[src/rtl/filters_tap_sequencer.sv]
// Circular-history tap sequencer for FIR filters: writes each accepted sample into
// an external filters_ram ring and streams the NTAPS newest samples, newest first.
// Optional feature macro: FILTERS_TAP_SEQ_CLEAR_EN (zero the ring after reset).
module filters_tap_sequencer #(
    parameter int DWIDTH = 16,
    parameter int NTAPS  = 8,
    parameter int AWIDTH = 3
) (
    input  logic              clk,
    input  logic              rst,
    input  logic [DWIDTH-1:0] sample_i,
    input  logic              sample_valid_i,
    output logic              sample_ready_o,
    output logic [AWIDTH-1:0] ram_wraddr_o,
    output logic [AWIDTH-1:0] ram_rdaddr_o,
    output logic              ram_wren_o,
    output logic [DWIDTH-1:0] ram_d_o,
    input  logic [DWIDTH-1:0] ram_q_i,
    output logic [DWIDTH-1:0] tap_o,
    output logic [AWIDTH-1:0] tap_idx_o,
    output logic              tap_valid_o,
    output logic              tap_last_o
);

`ifdef FILTERS_TAP_SEQ_CLEAR_EN
    typedef enum logic [1:0] {INIT, IDLE, READ, CLEAR} state_t;
`else
    typedef enum logic [1:0] {INIT, IDLE, READ} state_t;
`endif

    localparam logic [AWIDTH-1:0] LAST_K = AWIDTH'(NTAPS - 1);

    state_t            state_q, state_d;
    logic [AWIDTH-1:0] wrPtr_q, wrPtr_d;
    logic [AWIDTH-1:0] base_q, base_d;
    logic [AWIDTH-1:0] tapK_q, tapK_d;
    logic              tapValid_q, tapValid_d;
    logic [AWIDTH-1:0] tapIdx_q, tapIdx_d;
    logic              tapLast_q, tapLast_d;

    always_ff @(posedge clk or posedge rst) begin
        if (rst) begin
            state_q    <= INIT;
            wrPtr_q    <= '0;
            base_q     <= '0;
            tapK_q     <= '0;
            tapValid_q <= 1'b0;
            tapIdx_q   <= '0;
            tapLast_q  <= 1'b0;
        end else begin
            state_q    <= state_d;
            wrPtr_q    <= wrPtr_d;
            base_q     <= base_d;
            tapK_q     <= tapK_d;
            tapValid_q <= tapValid_d;
            tapIdx_q   <= tapIdx_d;
            tapLast_q  <= tapLast_d;
        end
    end

    // Tap flags are captured at read issue so they line up with the RAM's registered q.
    always_comb begin
        state_d        = state_q;
        wrPtr_d        = wrPtr_q;
        base_d         = base_q;
        tapK_d         = tapK_q;
        tapValid_d     = 1'b0;
        tapIdx_d       = '0;
        tapLast_d      = 1'b0;
        sample_ready_o = 1'b0;
        ram_wren_o     = 1'b0;
        ram_rdaddr_o   = '0;
        ram_d_o        = sample_i;
        case (state_q)
            INIT: begin
`ifdef FILTERS_TAP_SEQ_CLEAR_EN
                state_d = CLEAR;
`else
                state_d = IDLE;
`endif
            end
            IDLE: begin
                sample_ready_o = 1'b1;
                if (sample_valid_i) begin
                    ram_wren_o = 1'b1;
                    base_d     = wrPtr_q;
                    wrPtr_d    = wrPtr_q + AWIDTH'(1);
                    tapK_d     = '0;
                    state_d    = READ;
                end
            end
            READ: begin
                ram_rdaddr_o = base_q - tapK_q;
                tapK_d       = tapK_q + AWIDTH'(1);
                tapValid_d   = 1'b1;
                tapIdx_d     = tapK_q;
                tapLast_d    = (tapK_q == LAST_K);
                if (tapK_q == LAST_K) begin
                    state_d = IDLE;
                end
            end
`ifdef FILTERS_TAP_SEQ_CLEAR_EN
            // The write pointer doubles as the clear address and wraps back to 0 when done.
            CLEAR: begin
                ram_wren_o = 1'b1;
                ram_d_o    = '0;
                wrPtr_d    = wrPtr_q + AWIDTH'(1);
                if (wrPtr_q == '1) begin
                    state_d = IDLE;
                end
            end
`endif
            default: state_d = INIT;
        endcase
    end

    assign ram_wraddr_o = wrPtr_q;
    assign tap_o        = ram_q_i;
    assign tap_valid_o  = tapValid_q;
    assign tap_idx_o    = tapIdx_q;
    assign tap_last_o   = tapLast_q;

endmodule
[config.mk]
export PLATFORM = sky130hd
export DESIGN_NAME = filters_tap_sequencer
export DESIGN_NICKNAME = d
export VERILOG_FILES = /design/src/rtl/filters_tap_sequencer.sv
export SDC_FILE = /design/constraint.sdc
export NUM_CORES = 1
export LEC_CHECK = 0
export CAP_MARGIN = 20
export CORE_UTILIZATION = 33
export CTS_CLUSTER_DIAMETER = 60
export DETAILED_ROUTE_END_ITERATION = 12
export PLACE_DENSITY_LB_ADDON = 0.12
export REMOVE_ABC_BUFFERS = 1
export SLEW_MARGIN = 20
export SYNTH_ARGS = -nofsm -noshare
export SYNTH_HDL_FRONTEND = slang
export SYNTH_SLANG_ARGS = --single-unit
[constraint.sdc]
create_clock -name clk -period 1.45 [get_ports clk]
set_input_delay 0.145 -clock clk [delete_from_list [all_inputs] [get_ports clk]]
set_output_delay 0.145 -clock clk [all_outputs]
set_load 0.02 [all_outputs]
---- Word level (Yosys, flattened, before mapping) ----
Cells that the tools add are included.
operators by class
  add/subtract/negate cells ............... 3
  equal/unequal tests ..................... 5
  muxes and demuxes ....................... 12
  reductions and logical operators ........ 5
operators with widths
  cell                   count
  $mux W3                3
  $add A3 B1 Y3 const B  2
  $pmux W2 S3            1
  $pmux W3 S2            1
  $reduce_and A2 Y1      3
  $mux W1                5
  $mux W2                2
  $ne A2 B2 Y1 const B   2
  $eq A3 B3 Y1 const B   1
  $sub A3 B3 Y3          1
  $eq A2 B1 Y1 const B   1
  $eq A2 B2 Y1 const B   1
  $logic_not A2 Y1       1
  $reduce_bool A2 Y1     1
storage, ports and cells
  bits in registers ....................... 16
  input bits .............................. 35
  output and inout bits ................... 45
  logic and storage cells ................. 32

---- Depth between registers and ports, before layout ----
  word-level depth ........................ 3
  mapped depth ............................ 6
  depth with buffers taken out ............ 6

---- Worst setup path before layout ----
Ideal clock, no wire load.
  kind .................................... reg2out
  start ................................... register base_q[0]
  end ..................................... output port ram_rdaddr_o[2]
  arrival ................................. 1.398 ns
  required time ........................... 1.305 ns
  setup slack ............................. -0.093 ns
  stages on the path, launching flop included .. 7
  buffers on the path ..................... 0
  path through ............................ dfrtp_1 inv_1 ha_1 inv_1 fa_1 xor3_1 nor2_1
on the way
  cells in the longest elaborated chain, start to end .. 2
ends and longest elaborated chain
  what                      RTL line  RTL
  start: declaration        35        logic [AWIDTH-1:0] base_q, base_d;
  start signal: assignment  53        base_q <= base_d;
  $sub A3 B3 Y3             93        ram_rdaddr_o = base_q - tapK_q;
  $mux W3                   74        case (state_q)
  end: declaration          15        output logic [AWIDTH-1:0] ram_rdaddr_o,
Every way passes these cells.

---- Worst setup path after layout ----
Ends and elaborated chain as after synthesis.

==> impl_metrics.tcl <==
set metrics [dict create \
    core_area_um2 2830 \
    syn-cell-area_um2 1010 \
    power.leakage_nw 0.560 \
    nFillCells 297 \
    avgSynthCellArea_um2 11.0 \
    vias_per_cell 5.03 \
    synth_seq_cells 16 \
    h-tree-depth 1 \
    die_h_um 57.5 \
    cts.sinks 16 \
    portBuffers 15 \
    ys_async_sr_fraction_pct 100 \
    drtIter0Drc 16 \
    p_per_area_nw_per_um2 2100 \
    rows 19 \
    start_util_pct 35.9 \
    root_buffer "clkbuf_4" \
    finalWeightedCongestion 0.705 \
    crit_path_start_kind "register" \
    layout-drive-gt1-share_pct 45.2 \
    final_nets 135 \
    io_pins 80 \
    diodes 0 \
    ys_seq_area_share_pct 39.5 \
    placed_area_um2 1060 \
    final_area_um2 1140 \
    clkLatencyLatePin_ns 0.29 \
    dp_slack_ns -0.578 \
    tritoncts "built" \
    tns_ns -0.753 \
    grt.total_usage_pct 18.6 \
    cp_data_required_time_ns 1.31 \
    crit_fanout 2 \
    fin_ws_ns -0.392 \
    fin_cells 124 \
    synth-edff-count 0 \
    place_inst 119 \
    syn2layout_area_growth_pct 12.0 \
    r2r_cells 6 \
    holdWs_ns 0.156 \
    max_freq_mhz 543 \
    relSlewSlack_pct 85.8 \
    drt-pass1-iter-count 7 \
    ys.flop_type "dfrtp_1" \
    ctsHoldBuffers 0 \
    outcome "finished, violations left" \
    grt_max_degree 17 \
    grt_pass1_wl_um 4100 \
    grt_overflow 0 \
    critPathArrivalTime_ns 1.70 \
    finalCriticalPeriod_ns 1.84 \
    worst_setup_path_end_kind "output pin" \
    peakVddDrop_mv 0.700 \
    rsz0062_at_grt "yes" \
    synth_cell_types 27 \
    violations "design-rule violations, negative setup slack" \
    die_area_um2 3300 \
    slew_violations 0 \
    setup_viol 2 \
    crit_type "reg2out" \
    finalHoldViolations 0 \
    clkTransAtPathRegs_ns 0.10 \
    wl_um 2860 \
    die_w_um 57.5 \
    dp_hpwl_um 2120 \
    vias 624 \
    ant_nets 0 \
    drc 3 \
    cts_buffers 3 \
    antenna_found_initial 0 \
    synth-warning-count 0 \
    fin_worst_skew_ns 0.00536 \
    cap_viol_max_count 0 \
    worstHoldPathType "in2async" \
    synth_cells 92 \
    first_global_vias 685 \
    cts_buffer_depth 2 \
    tightest_slew_ns 0.213 \
    fin_crit_sh_pct 127 \
    routedWlPerCell_um 23.1 \
]
area by class of cell:
cell class | count | area [um^2] | area share [%]
clock buffer | 3 | 22.5 | 1.98
inverter | 8 | 32.5 | 2.86
multi-input combinational | 34 | 378 | 33.3
sequential | 16 | 400 | 35.2
tap | 31 | 38.8 | 3.41
timing repair buffer | 32 | 264 | 23.2
worst max-delay path: stages, from the launching register on:
cell,delay (ns)
dfrtp_1,0.39
inv_1,0.06
ha_1,0.15
inv_2,0.04
fa_2,0.33
xor3_1,0.19
nor2_1,0.10
buf_4,0.15
metrics by stage:
stage | total power [mW] | utilization, %
finish | 2.39 | 40.2
CTS | 2.32 | 38.4
global route | 2.58 | 40.2
detailed placement | 2.08 | 37.6
global placement | 2.07 | 37.6
floorplan | 1.47 | -
synth_stat cells, types with 2 or more instances:
library cell / instances / share of area (%)
a211oi_1: 2 / 1.5
and2_1: 2 / 1.2
buf_4: 33 / 24
dfrtp_1: 16 / 39
ha_1: 4 / 4.9
inv_1: 6 / 2.2
mux2_4: 3 / 4.4
nand2b_1: 3 / 1.8
nor2_1: 4 / 1.5
xnor2_1: 2 / 1.7
report_power, final:
group          switching (mW)  internal, mW  leakage (nW)
Clock                   0.145        0.0967        0.0138
Combinational           0.612         0.797         0.344
Sequential              0.117         0.618         0.203
Total                   0.874          1.51         0.560
final timing paths:
path                                       from              end  slack (ns)
worst max register to register        tapK_q[0]        tapK_q[2]        0.06
max in group asynchronous                   rst       tap_last_o        1.10
min in group clk                     ram_q_i[6]         tap_o[6]        0.29
worst min-delay path                        rst        base_q[2]        0.16
worst max-delay path                  base_q[0]  ram_rdaddr_o[2]       -0.39
worst min register to register  ram_wraddr_o[2]  ram_wraddr_o[2]        0.51
per-layer routing:
metal / global-route usage, % / share of wire, %
met1: 23.2 / 40
met2: 18.8 / 34
met3: 19.0 / 22
met4: 8.01 / 2.2
met5: 11.1 / 1.7
flip-flops by register name, summed over array words and instances, names as in the netlist:
| signal | flops |
|---|---|
| base_q | 3 |
| ram_wraddr_o | 3 |
| tapK_q | 3 |
| tap_idx_o | 3 |
| state_q | 2 |
| tap_last_o | 1 |
| tap_valid_o | 1 |
cells by family (layout without fill, tap and decap cells):
kind of cell / count (synthesis) / in the layout / share of synthesized area (%)
buf+inv: 42 / 43 / 28.1
flops: 16 / 16 / 39.5
xor+xnor: 3 / 3 / 4.07
simple gates: 15 / 15 / 10.4
mux: 4 / 4 / 5.55
fa+ha+maj: 5 / 5 / 6.91
compound gates: 7 / 7 / 5.55
cells in the final DEF (no fill, tap or decap), types with 2 or more instances in the layout:
cell type and count:
buf_2 2, inv_1 5, ha_4 2, clkdlybuf4s50_1 7
dfrtp_1 16, buf_6 2, nor2_1 4, dlygate4sd2_1 3
buf_4 18, clkbuf_4 3, mux2_4 3, nand2b_1 2
ha_1 2, inv_2 2, xnor2_1 2
what timing repair did:
item | CTS | global route
buffers inserted | 1 | 1
resized for setup | 28 | 10
gates cloned | 0 | 0
endpoints found under the setup margin | 8 | 5
pin swaps | 0 | 3
Power figures use the tool's default switching activity.
